[src/rtl/div_fs_unmux_pkg.sv]
// ----------------------------------------------------------------------------
// div_fs_unmux_pkg
// Shared constants for the 8-bit full-subtractor array divider.
//   DIV_W : operand width (dividend, divisor, quotient and remainder)
// ----------------------------------------------------------------------------
package div_fs_unmux_pkg;

    localparam int DIV_W = 8;

endpackage : div_fs_unmux_pkg

[src/rtl/div_fs_unmux_if.sv]
// ----------------------------------------------------------------------------
// div_fs_unmux_if
// Operand/result bundle for the array divider.
//   SBC : dividend (unsigned)        SC : divisor (unsigned)
//   Q   : quotient, registered       R  : remainder, registered
// master drives operands and reads results; slave is the divider side.
// ----------------------------------------------------------------------------
interface div_fs_unmux_if;
    import div_fs_unmux_pkg::*;

    logic [DIV_W-1:0] SBC;
    logic [DIV_W-1:0] SC;
    logic [DIV_W-1:0] Q;
    logic [DIV_W-1:0] R;

    modport master (
        output SBC,
        output SC,
        input  Q,
        input  R
    );

    modport slave (
        input  SBC,
        input  SC,
        output Q,
        output R
    );

endinterface : div_fs_unmux_if

[src/rtl/div_fs_unmux_fs_cell.sv]
// ----------------------------------------------------------------------------
// div_fs_unmux_fs_cell
// One full-subtractor cell of the restoring array with built-in restore gating.
//   x    : minuend bit            y    : subtrahend (divisor) bit
//   bin  : borrow in              q    : row quotient bit (1 = keep difference)
//   bout : borrow out             r    : q ? difference : minuend
// The restore is AND/OR gated rather than a mux so every cell is identical.
// ----------------------------------------------------------------------------
module div_fs_unmux_fs_cell (
    input  logic x,
    input  logic y,
    input  logic bin,
    input  logic q,
    output logic bout,
    output logic r
);

    logic d;

    assign d    = x ^ y ^ bin;
    assign bout = (~x & y) | (~(x ^ y) & bin);
    assign r    = (d & q) | (x & ~q);

endmodule : div_fs_unmux_fs_cell

[src/rtl/div_fs_unmux.sv]
// ----------------------------------------------------------------------------
// div_fs_unmux
// 8-bit unsigned restoring array divider built from full-subtractor cells,
// with a registered quotient/remainder (1-cycle latency, 1 result per cycle).
//   clk   : rising-edge clock
//   rst_n : asynchronous active-low reset, clears Q and R
//   bus   : slave side of div_fs_unmux_if (SBC, SC in; Q, R out)
// SC = 0 is not special-cased: every row "succeeds", giving Q = 8'hFF, R = SBC.
// ----------------------------------------------------------------------------
module div_fs_unmux
    import div_fs_unmux_pkg::*;
(
    input  logic            clk,
    input  logic            rst_n,
    div_fs_unmux_if.slave   bus
);

    // Divisor widened by one bit so the shifted partial remainder (up to 9
    // bits) is compared without losing the final borrow.
    logic [DIV_W:0]   y_ext;
    logic [DIV_W-1:0] quot_w;
    logic [DIV_W-1:0] rem_w;

    logic [DIV_W-1:0] quot_d, quot_q;
    logic [DIV_W-1:0] rem_d,  rem_q;

    assign y_ext = {1'b0, bus.SC};

    // Row i (i = 7..0) subtracts the divisor from {previous remainder, SBC[i]}.
    // Every cell signal is its own scalar so the borrow and remainder ripple
    // never folds back into a single vector.
    genvar i, j;
    for (i = 0; i < DIV_W; i++) begin : g_row
        logic q_w;
        logic unused_msb;

        for (j = 0; j <= DIV_W; j++) begin : g_cell
            logic x_w;
            logic bin_w;
            logic bout_w;
            logic r_w;

            if (j == 0) begin : g_x_lsb
                assign x_w = bus.SBC[i];
            end else if (i == DIV_W - 1) begin : g_x_first
                assign x_w = 1'b0;
            end else begin : g_x_shift
                assign x_w = g_row[i+1].g_cell[j-1].r_w;
            end

            if (j == 0) begin : g_bin_lsb
                assign bin_w = 1'b0;
            end else begin : g_bin_chain
                assign bin_w = g_row[i].g_cell[j-1].bout_w;
            end

            div_fs_unmux_fs_cell u_fs (
                .x    (x_w),
                .y    (y_ext[j]),
                .bin  (bin_w),
                .q    (g_row[i].q_w),
                .bout (bout_w),
                .r    (r_w)
            );
        end

        // No borrow out of the top cell means the subtraction fits.
        assign q_w = ~g_cell[DIV_W].bout_w;

        // After a restore the row result is below SC, so its ninth bit is
        // always zero and is not carried to the next row.
        assign unused_msb = g_cell[DIV_W].r_w;

        assign quot_w[i] = q_w;
    end

    for (j = 0; j < DIV_W; j++) begin : g_rem
        assign rem_w[j] = g_row[0].g_cell[j].r_w;
    end

    always_comb begin
        quot_d = quot_w;
        rem_d  = rem_w;
    end

    always_ff @(posedge clk or negedge rst_n) begin
        if (!rst_n) begin
            quot_q <= '0;
            rem_q  <= '0;
        end else begin
            quot_q <= quot_d;
            rem_q  <= rem_d;
        end
    end

    assign bus.Q = quot_q;
    assign bus.R = rem_q;

endmodule : div_fs_unmux

[src/flat_wrapper.sv]
// flat-port wrapper written by rule: the top's interface ports become plain ports
module div_fs_unmux_flat import div_fs_unmux_pkg::*;
  (clk, rst_n, bus_SBC, bus_SC, bus_Q, bus_R);
  div_fs_unmux_if bus_i ();
  input  logic clk;
  input  logic rst_n;
  input wire logic [$bits(bus_i.SBC)-1:0] bus_SBC;
  input wire logic [$bits(bus_i.SC)-1:0] bus_SC;
  output wire logic [$bits(bus_i.Q)-1:0] bus_Q;
  output wire logic [$bits(bus_i.R)-1:0] bus_R;
  assign bus_i.SBC = bus_SBC;
  assign bus_i.SC = bus_SC;
  assign bus_Q = bus_i.Q;
  assign bus_R = bus_i.R;
  div_fs_unmux u_core (.clk(clk), .rst_n(rst_n), .bus(bus_i));
endmodule
[config.mk]
export PLATFORM = sky130hd
export DESIGN_NAME = div_fs_unmux_flat
export DESIGN_NICKNAME = d
export VERILOG_FILES = /design/src/rtl/div_fs_unmux_pkg.sv /design/src/rtl/div_fs_unmux_if.sv /design/src/rtl/div_fs_unmux_fs_cell.sv /design/src/rtl/div_fs_unmux.sv /design/src/flat_wrapper.sv
export SDC_FILE = /design/constraint.sdc
export NUM_CORES = 1
export LEC_CHECK = 0
export ABC_AREA = 1
export ABC_CLOCK_PERIOD_IN_PS = 800
export BUFFER_PORTS_ARGS = -buffer_cell sky130_fd_sc_hd__buf_2
export CORE_MARGIN = 2
export CORE_UTILIZATION = 55
export DETAILED_ROUTE_END_ITERATION = 16
export PLACE_DENSITY = 0.82
export SLEW_MARGIN = 20
export SYNTH_ARGS = -nofsm -noshare
export SYNTH_HDL_FRONTEND = slang
export SYNTH_SLANG_ARGS = --single-unit
[constraint.sdc]
create_clock -name clk -period 0.8 [get_ports clk]
set_input_delay 0.08 -clock clk [delete_from_list [all_inputs] [get_ports clk]]
set_output_delay 0.08 -clock clk [all_outputs]
set_load 0.01 [all_outputs]
# Word-level counts from Yosys, hierarchy flattened
# Index checks and enable logic that the tools add are counted.
word_totals:
  word_cells: 597
  inputBits: 18
  ff_bits: 16
  out_inout_bits: 16
op_classes:
  bitwise_logic: 595
ops:
  columns: ["cell", "n"]
  rows:
  - ["$and A1 B1 Y1", 241]
  - ["$not A1 Y1", 128]
  - ["$or A1 B1 Y1", 113]
  - ["$xor A1 B1 Y1", 113]

# Logic depth before layout (Yosys ltp)
depth:
  depth_word: 159
  mapped_depth: 100
  ltp_nobuf: 92

# By module
# Synthesis repeated with hierarchy kept, for this count alone.
hier_totals:
  hier_cells: 540
  hier_area_um2: 3538.4
modules_own_cells:
  columns: ["module", "seq_area_each_um2", "area_each_um2", "cells_each", "n_inst"]
  rows:
  - ["div_fs_unmux_fs_cell at u_core.g_row[1].g_cell[2].u_fs ...", 0.0, 42.5, 7, 61]
  - ["div_fs_unmux_fs_cell at u_core.g_row[0].g_cell[0].u_fs ...", 0.0, 46.3, 8, 11]
  - ["div_fs_unmux", 400.4, 434.2, 25, 1]

# Worst setup path before layout
# Ideal clock, no wire load.
synth_timing:
  path_kind: "in2reg"
  start: "input bus_SC[1]"
  end: "register u_core.rem_q[1] (netlist: u_core.bus.R[1])"
  stages: 94
  path_buffers: 8
  slack_ns: -21.611
  required_ns: 0.681
  setup_ns: 0.119
  t_arrival_ns: 22.291
  cell_sequence: "inv_1 -> ha_1 -> ha_1 -> ha_1 -> ha_1 -> ha_1 -> ha_1 -> ha_1 -> buf_6 -> o21ai_0 -> inv_1 -> fa_1 -> fa_1 -> fa_1 -> fa_1 -> fa_1 -> fa_1 -> inv_1 -> [... 58 more ...] -> fa_1 -> fa_1 -> buf_2 -> nand3_1 -> nand2_1 -> fa_1 -> inv_1 -> fa_1 -> inv_1 -> fa_1 -> fa_1 -> fa_1 -> fa_1 -> fa_1 -> clkinv_1 -> nand3_4 -> nand2_1 -> nand2_1"
synth_between:
  elab_chain_cells: 158
  word_cells_on_any_way: 538
  classes_between: "538 x bitwise"
synth_lines:
  columns: ["item", "line", "source"]
  rows:
  - ["start: declaration", "flat_wrapper.sv:8", "input wire logic [$bits(bus_i.SC)-1:0] bus_SC;"]
  - ["$not A1 Y1", "div_fs_unmux_fs_cell.sv:21", "assign bout = (~x & y) | (~(x ^ y) & bin);"]
  - ["$and A1 B1 Y1", "div_fs_unmux_fs_cell.sv:21", null]
  - ["$or A1 B1 Y1 (*)", "div_fs_unmux_fs_cell.sv:21", null]
  - ["$and A1 B1 Y1 (*)", "div_fs_unmux_fs_cell.sv:21", null]
  - ["$or A1 B1 Y1 (*)", "div_fs_unmux_fs_cell.sv:21", null]
  - ["$and A1 B1 Y1 (*)", "div_fs_unmux_fs_cell.sv:21", null]
  - ["$or A1 B1 Y1 (*)", "div_fs_unmux_fs_cell.sv:21", null]
  - ["$and A1 B1 Y1 (*)", "div_fs_unmux_fs_cell.sv:21", null]
  - ["[... 8 more ...]", null, null]
  - ["via u_core.g_row[7].g_cell[0].u_fs.q", "div_fs_unmux_fs_cell.sv:13", "input logic q,"]
  - ["[... 20 more ...]", null, null]
  - ["via u_core.g_row[6].g_cell[0].u_fs.q", "div_fs_unmux_fs_cell.sv:13", null]
  - ["[... 20 more ...]", null, null]
  - ["via u_core.g_row[5].g_cell[0].u_fs.q", "div_fs_unmux_fs_cell.sv:13", null]
  - ["[... 20 more ...]", null, null]
  - ["via u_core.g_row[4].g_cell[0].u_fs.q", "div_fs_unmux_fs_cell.sv:13", null]
  - ["[... 20 more ...]", null, null]
  - ["via u_core.g_row[3].g_cell[0].u_fs.q", "div_fs_unmux_fs_cell.sv:13", null]
  - ["[... 20 more ...]", null, null]
  - ["via u_core.g_row[2].g_cell[0].u_fs.q", "div_fs_unmux_fs_cell.sv:13", null]
  - ["[... 36 more ...]", null, null]
  - ["$and A1 B1 Y1", "div_fs_unmux_fs_cell.sv:21", null]
  - ["$or A1 B1 Y1", "div_fs_unmux_fs_cell.sv:21", null]
  - ["$and A1 B1 Y1 (*)", "div_fs_unmux_fs_cell.sv:21", null]
  - ["$not A1 Y1 (*)", "div_fs_unmux.sv:68", "assign q_w = ~g_cell[DIV_W].bout_w;"]
  - ["via u_core.g_row[0].g_cell[0].u_fs.q", "div_fs_unmux_fs_cell.sv:13", null]
  - ["$and A1 B1 Y1 (*)", "div_fs_unmux_fs_cell.sv:22", "assign r = (d & q) | (x & ~q);"]
  - ["$or A1 B1 Y1 (*)", "div_fs_unmux_fs_cell.sv:22", null]
  - ["via u_core.g_row[0].g_cell[1].r_w", "div_fs_unmux.sv:41", "logic r_w;"]
  - ["end signal: assignment", "div_fs_unmux.sv:92", "rem_q <= rem_d;"]
  - ["end: declaration", "div_fs_unmux.sv:25", "logic [DIV_W-1:0] rem_d, rem_q;"]
# The timed path passes the listed nets; every way through them passes the cells marked *.

# Worst setup path in the final report
layout_timing:
  start: "input bus_SC[0]"
  end: "register u_core.rem_q[1] (netlist: u_core.bus.R[1])"
layout_between:
  elab_chain_cells: 158
  word_cells_on_any_way: 552
  classes_between: "552 x bitwise"
layout_lines:
  columns: ["item", "line"]
  rows:
  - ["$and A1 B1 Y1 (*) (2 in series)", "div_fs_unmux_fs_cell.sv:21"]
  - ["$or A1 B1 Y1 (*)", "div_fs_unmux_fs_cell.sv:21"]
  - ["$and A1 B1 Y1 (*)", "div_fs_unmux_fs_cell.sv:21"]
  - ["$or A1 B1 Y1 (*)", "div_fs_unmux_fs_cell.sv:21"]
  - ["$and A1 B1 Y1 (*)", "div_fs_unmux_fs_cell.sv:21"]
  - ["$or A1 B1 Y1 (*)", "div_fs_unmux_fs_cell.sv:21"]
  - ["$and A1 B1 Y1 (*)", "div_fs_unmux_fs_cell.sv:21"]
  - ["$or A1 B1 Y1 (*)", "div_fs_unmux_fs_cell.sv:21"]
  - ["[... 7 more ...]", null]
  - ["via u_core.g_row[7].g_cell[0].u_fs.q", "div_fs_unmux_fs_cell.sv:13"]
  - ["[... 136 more ...]", null]
  - ["$and A1 B1 Y1", "div_fs_unmux_fs_cell.sv:21"]
  - ["$or A1 B1 Y1", "div_fs_unmux_fs_cell.sv:21"]
  - ["$and A1 B1 Y1 (*)", "div_fs_unmux_fs_cell.sv:21"]
  - ["$not A1 Y1 (*)", "div_fs_unmux.sv:68"]
  - ["via u_core.g_row[0].g_cell[0].u_fs.q", "div_fs_unmux_fs_cell.sv:13"]
  - ["$and A1 B1 Y1 (*)", "div_fs_unmux_fs_cell.sv:22"]
  - ["$or A1 B1 Y1 (*)", "div_fs_unmux_fs_cell.sv:22"]
  - ["via u_core.g_row[0].g_cell[1].r_w", "div_fs_unmux.sv:41"]
# Marks and branches as above.

==> impl_metrics.tcl <==
set metrics [dict create \
    cell_family_with_the_largest_share_of_critical_path_delay "adder cells" \
    multi_input_area_um2 2670 \
    grtUsageTotal_pct 35.0 \
    power.static_leakage_nw 2.65 \
    yosys.cell_types.count 24 \
    cp_num_buf_inv 12 \
    timing.final.crit_share_pct 2510 \
    number_of_filler_cells_placed_in_the_layout 267 \
    num-nets-final 652 \
    route.final.wire_length_um 10900 \
    clockRootBuffer "clkbuf_8" \
    ys_seq_elements 16 \
    detailed_place.area_um2 4300 \
    grt_pass1_vias 3597 \
    p_per_area_nw_per_um2 3560 \
    route.vias.total 3446 \
    routabilityCongestion 0.916 \
    max_slew.worst_pin.slew_ps 387 \
    mostFrequentLayoutCell "nand2_1" \
    failed_checks "negative setup slack" \
    max_freq_mhz 49.8 \
    htree_num_levels 1 \
    outcome "finished, violations left" \
    pre_cts_slack_ps -19550 \
    tritoncts_num_sinks 16 \
    hold_class "primary input to flip-flop" \
    initial_utilization_pct 57.7 \
    area_overhead_vs_synth_pct 51.3 \
    viasPerCell 5.38 \
    uppermost_layer_routed "met4" \
    setup.worst_path.end_class "flip-flop" \
    wl_met1_um 3920 \
    pin_count_of_the_biggest_net_entering_global_routing 17 \
    final_report_hold_violation_count 0 \
    power.ir.vdd_worst_uv 3620 \
    cp_slowest_stage_delay_ps 430 \
    post_route_cells_drive_above_1_share_pct 51.7 \
    worstPathArrival_ps 20210 \
    die_area_um2 6480 \
    met2WireLength_um 5620 \
    critical_path.most_common_cell "fa_2" \
    routed_wire_length_per_instance_um 17.0 \
    wl_met3_um 710 \
    syn_nets 499 \
    synth_warnings 0 \
    buffer_ports.inserted 33 \
    cts.path.max_buffers 2 \
    critPathRequiredTime_ps 940 \
    antenna_found_initial 0 \
    setup_slack_ps -19270 \
    clk_pin_slew_worst_paths_ps 70 \
    finish.instance_area_um2 4870 \
    dp.cells 600 \
    setup.worst_path.start_class "primary input" \
    synth.area.top_cells "fa_1, nand2_1, dfrtp_1, inv_1, nand3_1" \
    syn_area_per_cell_um2 7.71 \
    dr.pass1.iters 7 \
    post-synth-top-area-fraction_pct 30.5 \
    cts_buffer_count 3 \
    dpl.hpwl_um 7500 \
    final_antenna_net_count 0 \
    finish.cell_count_without_fillers 641 \
    design.portCount 34 \
    die_w_um 80.5 \
    grt_overflow 0 \
    critical_path.max_fanout 5 \
    syn-instance-count 417 \
    setup_viol 32 \
    detail_route.drc_violations 0 \
    slew-limit-headroom_pct 74.2 \
    row_count 27 \
    vertical_extent_of_the_die_um 80.5 \
    post-route-min-period_ps 20070 \
    critPathSlowestCell "fa_2" \
    largest_area_contributor_in_the_netlist "fa_1" \
    rsz_0062_raised_after_global_routing "yes" \
    first_pass_grt_wire_length_um 17000 \
    worstSetupPathType "primary input to flip-flop" \
    drt_iter0_markers 262 \
    drv_slew 0 \
    timing.max_cap.violations 0 \
    mostFrequentLayoutCells "nand2_1, buf_4, inv_1, fa_2, nand3_1" \
    ys_seq_area_share_pct 12.4 \
    netlist_area_um2 3220 \
    core_region_area_um2 5570 \
    seq_area_um2 400 \
    n_antenna_cell 0 \
    cts_tree "yes" \
]
## cells in the mapped netlist (all sizes together)
cell type  count
buf           13
inv          101
o21ai          6
fa            49
ha            15
dfrtp         16
nor2           3
clkinv         1
nand3         64
nand4          2
nand2        147
## sequential cells by signal (all words and copies together) (netlist names)
| name | cells |
|---|---|
| u_core.bus.R | 8 |
| u_core.bus.Q | 8 |
## report_power, final
group / switching, mW / internal (mW) / total, mW
combinational: 8.46 / 6.86 / 15.3
sequential: 0.0640 / 1.22 / 1.29
clock: 0.291 / 0.436 / 0.727
total: 8.81 / 8.52 / 17.3
## worst min-delay path, delay by kind of cell
family                 cells  cell delay, ps
buffers and inverters      2             180
and+or+nand+nor            2             120
## routing by layer
metal	global-route usage, %	vias to the layer above
met2	62.1	184
met5	0	-
met3	4.72	58
li1	-	1541
met1	40.1	1663
met4	20.3	0
## worst paths after layout
kind	slack, ps	cells after the start	end	start
worst max-delay path	-19270	89	u_core.bus.R[1]	bus_SC[0]
worst min-delay path	170	4	u_core.bus.R[0]	bus_SBC[0]
max in group asynchronous	240	2	u_core.bus.R[5]	rst_n
min in group asynchronous	280	2	u_core.bus.R[1]	rst_n
## what timing repair did
| action | in CTS | in global routing |
|---|---|---|
| hold buffers | 1 | 0 |
| buffers inserted | 21 | 15 |
| pin swaps | 10 | 9 |
| endpoints found under the hold margin | 16 | 0 |
| gates resized for setup | 45 | 18 |
| endpoints found under the setup margin | 32 | 32 |
| gates cloned | 1 | 0 |
## cell type report
| type | instances | share of cell area, % |
|---|---|---|
| Tap cell | 72 | 1.85 |
| Multi-Input combinational cell | 287 | 54.9 |
| Clock buffer | 4 | 1.13 |
| Inverter | 102 | 8.10 |
| Sequential cell | 16 | 8.23 |
| Timing Repair Buffer | 160 | 25.8 |
## logic make-up (layout without fill, tap and decap cells)
| logic type | after synthesis | after routing | synth area share (%) |
|---|---|---|---|
| buf+inv | 115 | 266 | 15.5 |
| fa+ha+maj | 64 | 64 | 36.3 |
| flops | 16 | 16 | 12.4 |
| simple gates | 216 | 217 | 34.4 |
| compound gates | 6 | 6 | 1.28 |
## stage by stage
stage / hold WS [ps] / utilization [%] / setup TNS, ps / power (mW)
2_1_floorplan: -216 / - / -239150 / 8.94
3_3_place_gp: 8.11 / 77.1 / -233960 / 12.4
3_5_place_dp: 13.7 / 77.1 / -238730 / 13.1
4_1_cts: 179 / 84.2 / -233520 / 15.1
5_1_grt: 204 / 87.3 / -242340 / 18.7
6_report: 173 / 87.3 / -235540 / 17.3
Note: power is estimated with default switching activity, not from simulation.
